--- config.mk ---
export PLATFORM = sky130hd
export DESIGN_NAME = keypad_note_player
export DESIGN_NICKNAME = d
export VERILOG_FILES = /design/src/rtl/keypad_note_player_pkg.sv /design/src/rtl/keypad_note_player_tone_divider.sv /design/src/rtl/keypad_note_player.sv
export SDC_FILE = /design/constraint.sdc
export NUM_CORES = 1
export LEC_CHECK = 0
export ABC_AREA = 1
export CAP_MARGIN = 15
export CORE_ASPECT_RATIO = 0.8
export CORE_UTILIZATION = 60
export CTS_CLUSTER_DIAMETER = 100
export DETAILED_ROUTE_END_ITERATION = 10
export GPL_TIMING_DRIVEN = 1
export PLACE_DENSITY = 0.78
export SLEW_MARGIN = 20
export SYNTH_ARGS = -nofsm -noshare
export SYNTH_HDL_FRONTEND = slang
export SYNTH_SLANG_ARGS = --single-unit
export TNS_END_PERCENT = 50
--- constraint.sdc ---
create_clock -name clk -period 3 [get_ports clk]
set_clock_uncertainty 0.1 [all_clocks]
set_input_delay 0.3 -clock clk [delete_from_list [all_inputs] [get_ports clk]]
set_output_delay 0.3 -clock clk [all_outputs]
set_load 0.01 [all_outputs]
--- src/rtl/keypad_note_player_pkg.sv ---
// Shared definitions for the keypad note player: key codes, FSM states,
// the note frequency table and the tone half-period calculation.
package keypad_pkg;

  localparam logic [3:0] NO_KEY = 4'hF;

  typedef enum logic [1:0] {
    IDLE,
    DEBOUNCE,
    PRESSED
  } state_t;

  // Keys 1..8 map onto C4..C5 of the C-major scale.
  function automatic logic is_tone_key(input logic [3:0] code);
    return (code >= 4'd1) && (code <= 4'd8);
  endfunction

  // Note frequency table in Hz, indexed by key code; 0 for silent keys.
  function automatic int unsigned note_hz(input logic [3:0] code);
    case (code)
      4'd1:    return 262;
      4'd2:    return 294;
      4'd3:    return 330;
      4'd4:    return 349;
      4'd5:    return 392;
      4'd6:    return 440;
      4'd7:    return 494;
      4'd8:    return 523;
      default: return 0;
    endcase
  endfunction

  // Clock cycles per half wave of the note; 0 marks a silent key.
  // Only evaluated on constants, so no divider is ever built.
  function automatic logic [19:0] half_period(input int unsigned clk_hz,
                                              input logic [3:0]  code);
    if (!is_tone_key(code)) return 20'd0;
    return 20'(clk_hz / (32'd2 * note_hz(code)));
  endfunction

endpackage

--- src/rtl/keypad_note_player_tone_divider.sv ---
// Square-wave generator: toggles the output every half_period cycles while
// enabled, and holds count and output at zero whenever disabled.
module tone_divider (
  input  logic        clk,
  input  logic        rst_n,
  input  logic        en,
  input  logic [19:0] half_period,
  output logic        tone
);

  logic [19:0] half_cnt;

  // Half-period counter; the output flips each time the count wraps.
  always_ff @(posedge clk) begin
    if (!rst_n || !en) begin
      half_cnt <= '0;
      tone     <= 1'b0;
    end else if (half_cnt == half_period - 20'd1) begin
      half_cnt <= '0;
      tone     <= ~tone;
    end else begin
      half_cnt <= half_cnt + 20'd1;
    end
  end

endmodule

--- src/rtl/keypad_note_player.sv ---
// Keypad note player: synchronizes and debounces the scanner key code,
// reports press events and held keys, and drives a buzzer tone for keys 1..8.
module keypad_note_player
  import keypad_pkg::*;
#(
  parameter int unsigned CLK_HZ          = 100_000_000,
  parameter int unsigned DEBOUNCE_CYCLES = 200_000,
  parameter int unsigned RELEASE_CYCLES  = 400_000
) (
  input  logic       clk,
  input  logic       rst_n,
  input  logic [3:0] code_in,
  output logic       key_pulse,
  output logic       key_valid,
  output logic [3:0] key_code,
  output logic       note_active,
  output logic       tone_out
);

  localparam int unsigned STAB_W = $clog2(DEBOUNCE_CYCLES + 1);
  localparam int unsigned GAP_W  = $clog2(RELEASE_CYCLES + 1);
  localparam logic [STAB_W-1:0] STAB_MAX = STAB_W'(DEBOUNCE_CYCLES);
  localparam logic [STAB_W-1:0] STAB_ONE = STAB_W'(1);
  localparam logic [GAP_W-1:0]  GAP_MAX  = GAP_W'(RELEASE_CYCLES);

  localparam logic [19:0] HP_1 = half_period(CLK_HZ, 4'd1);
  localparam logic [19:0] HP_2 = half_period(CLK_HZ, 4'd2);
  localparam logic [19:0] HP_3 = half_period(CLK_HZ, 4'd3);
  localparam logic [19:0] HP_4 = half_period(CLK_HZ, 4'd4);
  localparam logic [19:0] HP_5 = half_period(CLK_HZ, 4'd5);
  localparam logic [19:0] HP_6 = half_period(CLK_HZ, 4'd6);
  localparam logic [19:0] HP_7 = half_period(CLK_HZ, 4'd7);
  localparam logic [19:0] HP_8 = half_period(CLK_HZ, 4'd8);

  logic [3:0]        code_p0;
  logic [3:0]        code_p1;
  state_t            state;
  logic [3:0]        cand;
  logic [STAB_W-1:0] stab_cnt;
  logic [GAP_W-1:0]  gap_cnt;
  logic [19:0]       hp;
  logic              tone_en;

  // Two-flop synchronizer; code_p1 is the sample the FSM acts on.
  always_ff @(posedge clk) begin
    if (!rst_n) begin
      code_p0 <= NO_KEY;
      code_p1 <= NO_KEY;
    end else begin
      code_p0 <= code_in;
      code_p1 <= code_p0;
    end
  end

  // Debounce/press/release FSM with registered key outputs.
  always_ff @(posedge clk) begin
    if (!rst_n) begin
      state       <= IDLE;
      cand        <= NO_KEY;
      stab_cnt    <= '0;
      gap_cnt     <= '0;
      key_pulse   <= 1'b0;
      key_valid   <= 1'b0;
      key_code    <= NO_KEY;
      note_active <= 1'b0;
    end else begin
      key_pulse <= 1'b0;
      unique case (state)
        IDLE: begin
          if (code_p1 != NO_KEY) begin
            cand     <= code_p1;
            stab_cnt <= STAB_ONE;
            gap_cnt  <= '0;
            state    <= DEBOUNCE;
          end
        end
        DEBOUNCE: begin
          if (code_p1 != NO_KEY && code_p1 != cand) begin
            // A different key restarts the stability count.
            cand     <= code_p1;
            stab_cnt <= STAB_ONE;
            gap_cnt  <= '0;
          end else if (gap_cnt == GAP_MAX) begin
            state    <= IDLE;
            stab_cnt <= '0;
            gap_cnt  <= '0;
          end else begin
            // Scanner gaps (F) pause the stability count but extend the gap run.
            gap_cnt <= (code_p1 == NO_KEY) ? gap_cnt + 1'b1 : '0;
            if (stab_cnt == STAB_MAX) begin
              state       <= PRESSED;
              stab_cnt    <= '0;
              key_pulse   <= 1'b1;
              key_valid   <= 1'b1;
              key_code    <= cand;
              note_active <= is_tone_key(cand);
            end else if (code_p1 == cand) begin
              stab_cnt <= stab_cnt + 1'b1;
            end
          end
        end
        PRESSED: begin
          if (gap_cnt == GAP_MAX) begin
            state       <= IDLE;
            gap_cnt     <= '0;
            key_valid   <= 1'b0;
            key_code    <= NO_KEY;
            note_active <= 1'b0;
          end else if (code_p1 == NO_KEY) begin
            gap_cnt <= gap_cnt + 1'b1;
          end else if (code_p1 == cand) begin
            gap_cnt <= '0;
          end
          // Any other key is ignored and leaves the gap run untouched.
        end
        default: state <= IDLE;
      endcase
    end
  end

  // Half-period lookup for the accepted key; silent keys never enable the divider.
  always_comb begin
    hp = 20'd0;
    case (key_code)
      4'd1:    hp = HP_1;
      4'd2:    hp = HP_2;
      4'd3:    hp = HP_3;
      4'd4:    hp = HP_4;
      4'd5:    hp = HP_5;
      4'd6:    hp = HP_6;
      4'd7:    hp = HP_7;
      4'd8:    hp = HP_8;
      default: hp = 20'd0;
    endcase
  end

  // Drop the enable on the release edge itself so the tone stops with key_valid.
  assign tone_en = note_active && (gap_cnt != GAP_MAX);

  tone_divider u_tone_divider (
    .clk         (clk),
    .rst_n       (rst_n),
    .en          (tone_en),
    .half_period (hp),
    .tone        (tone_out)
  );

endmodule

==> flow_summary.toml <==
[global_route]
grt_pass1_vias = 4570
grt_max_degree = 20
grt_pass1_wl_um = 21100
grt_overflow = 0
grt_use_total_pct = 27.9
top_usage_layer = "met2"
use_met3_pct = 5.30
use_met2_pct = 41.9
use_met1_pct = 40.6
antenna_found_initial = 0

[final_layout]
stdcell_area_um2 = 6090
nets = 881
final_common_cell = "nand2_1"
area_delta_synth_final_pct = 9.08
drive_gt1_share_pct = 8.23
n_antenna_cell = 0
final_util_pct = 67.4
mostFrequentLayoutCells = "nand2_1 (202), nor2_1 (122), inv_1 (113)"

[placed_design]
dp_hpwl_um = 9720
port_buffers = 13
place_area_um2 = 5810
gp_congestion = 0.941

[setup_path]
cpPeakStageDelay_ns = 0.40
r2r_setup_slack_ns = 0.34
cpMaxStageDelayCell = "ha_1"
worstSetupPathType = "reg -> reg"
path_cells = "inv_1 -> ha_1 -> inv_1 -> nor2_1 -> nand4_1 -> nand2_1 -> nand2_1 -> inv_1 -> ha_1 -> o211ai_1 -> nand2_1"
worstReg2RegEnd = "hp[12]$_DFF_P_"
crit_arrival_ns = 2.79
worstSetupEndpointType = "flop"
cp-start-kind = "flop"
reg2reg_from = "state[1]$_SDFFE_PN0P_"
critPathLaunch = "state[1]$_SDFFE_PN0P_"
cp_data_required_time_ns = 3.13
ff2ff_path_depth = 11
critPathMaxFanout = 10

[synthesis]
ys_warn_count = 0
synthTopCellsByArea = "dfxtp_1 (34%), nand2_1 (14%), nor2_1 (8.2%), inv_1 (7.6%), nand3_1 (5.5%)"
synth_nets = 865
synth_seq_cells = 95
yosys.cell_types.count = 40
synthCells = 842
synthMuxAreaShare_pct = 0
synth_top_area_share_pct = 34.1
ys_seq_area_share_pct = 34.1
synth_top_area_cell = "dfxtp_1"
synthesis.area_um2 = 5580
synth_fa_ha_area_share_pct = 3.81
synth_compound_area_share_pct = 9.24
syn_avg_cell_area_um2 = 6.63
yosys.area_share.simple_pct = 38.4
synth_edf_count = 0
synth_top_family_by_area = "simple AND/OR/NAND/NOR gates"
synth_ff_type = "dfxtp_1"
postSynth.asyncResetShare_pct = 0
synth_xor_area_share_pct = 4.87

[timing]
tns_ns = 0
hold_ws_ns = 0.320
final_hold_viol_count = 0
fin_crit_sh_pct = 88.6
slew_violations = 0
worst_pin_slew_ns = 0.752
fmax_mhz = 376
final.min_clock_period_ns = 2.66
rsz0062_at_grt = "false"
timing.slew.headroom_pct = 49.7
setup_viol = 0

[die]
die_area_um2 = 9690
fp.coreArea_um2 = 9040
rows = 31
initial_core_util_pct = 61.7
die_x_um = 110
ios = 14
die_y_um = 88.3

[status]
status = "complete, no violations"

[cts]
ctsResizeCount = 0
cts-root-buf = "clkbuf_16"
cts_tree = "built"
hold_buffers = 0
clk_path_buf_depth = 2
clock_latency_ns = 0.35
post-cts-setup-buffers = 0
path_clk_slew_ns = 0.07
cts_max_level = 3
clock-sinks = 95
cts_made_buffers = 9

[drt]
dr.pass1.iters = 5
totalWireLength_um = 12800
viasPerCell = 5.31
avgRoutedWirePerCell_um = 13.0
drtIter0Drc = 403
via_count = 5197
drc = 0
drtAntennaViolNets = 0

[power]
p_total_mw = 3.26
power_density_nw_per_um2 = 535
leakagePower_nw = 2.60
ir_drop_v = 0.000403

[run]
maxCapViolCount = 0

[min_path]
min_from = "code_p0[3]$_SDFF_PN1_"
holdCritPathClass = "reg -> reg"
min_to = "code_p1[3]$_SDFF_PN1_"
whs_path_depth = 1
## state kept, by name, summed over array words and instances (netlist names), 4 cells and up
signal                   count
hp                          16
u_tone_divider.half_cnt     20
code_p0                      4
cand                         4
code_p1                      4
key_code                     4
gap_cnt                     19
stab_cnt                    18
## critical path: cells and delay by family, from the launching register on
family | cells | cell delay (ns)
AND/OR/NAND/NOR | 5 | 0.80
adder cells (fa/ha/maj) | 2 | 0.66
buffers and inverters | 3 | 0.47
flip-flops | 1 | 0.33
AO/OA/AOI/OAI | 1 | 0.19
## per-stage QoR
stage | setup WS (ns) | std cells
global placement | 0.497 | 962
global route | 0.0471 | 978
finish | 0.342 | 978
floorplan | 0.777 | 842
detailed placement | 0.388 | 962
CTS | 0.370 | 978
## synth_stat cells, drive strengths merged, types with 5 or more instances
| library cell | n |
|---|---|
| a21oi | 45 |
| o211ai | 5 |
| xnor2 | 10 |
| nand3 | 66 |
| nand2 | 215 |
| o21ai | 37 |
| buf | 10 |
| xor2 | 21 |
| dfxtp | 95 |
| nand4 | 21 |
| inv | 120 |
| or2 | 11 |
| nor2 | 129 |
| nor3 | 22 |
| ha | 17 |
## power breakdown
| group | internal [mW] | total, mW | switching [mW] |
|---|---|---|---|
| Clock | 0.571 | 1.09 | 0.518 |
| Combinational | 0.230 | 0.797 | 0.567 |
| Sequential | 1.32 | 1.37 | 0.0509 |
| Total | 2.12 | 3.26 | 1.14 |
## routing by layer
metal | part of all wire (%) | vias to the layer above
met2 | 42 | 183
li1 | - | 2705
met5 | 0 | -
met1 | 50 | 2288
met4 | 1.2 | 0
met3 | 6.8 | 21
## how the worst max path moves through the flow
stage                          end  slack [ns]
CTS                  hp[6]$_DFF_P_        0.37
detailed placement  hp[12]$_DFF_P_        0.39
global placement    hp[16]$_DFF_P_        0.50
finish              hp[12]$_DFF_P_        0.34
global route         hp[6]$_DFF_P_        0.05
floorplan           hp[12]$_DFF_P_        0.78
## area by class of cell
type | count | area (um^2)
Clock buffer | 9 | 225
Clock inverter | 7 | 52.6
Fill cell | 816 | 2950
Inverter | 121 | 455
Multi-Input combinational cell | 613 | 3140
Sequential cell | 95 | 1900
Tap cell | 115 | 144
Timing Repair Buffer | 18 | 168
## kinds of logic after synthesis
group	count (synthesis)
buffers and inverters	134
XOR/XNOR	31
adder cells (fa/ha/maj)	17
AO/OA/AOI/OAI	92
flip-flops	95
AND/OR/NAND/NOR	473
No activity file was read; power rests on OpenSTA's default activity.
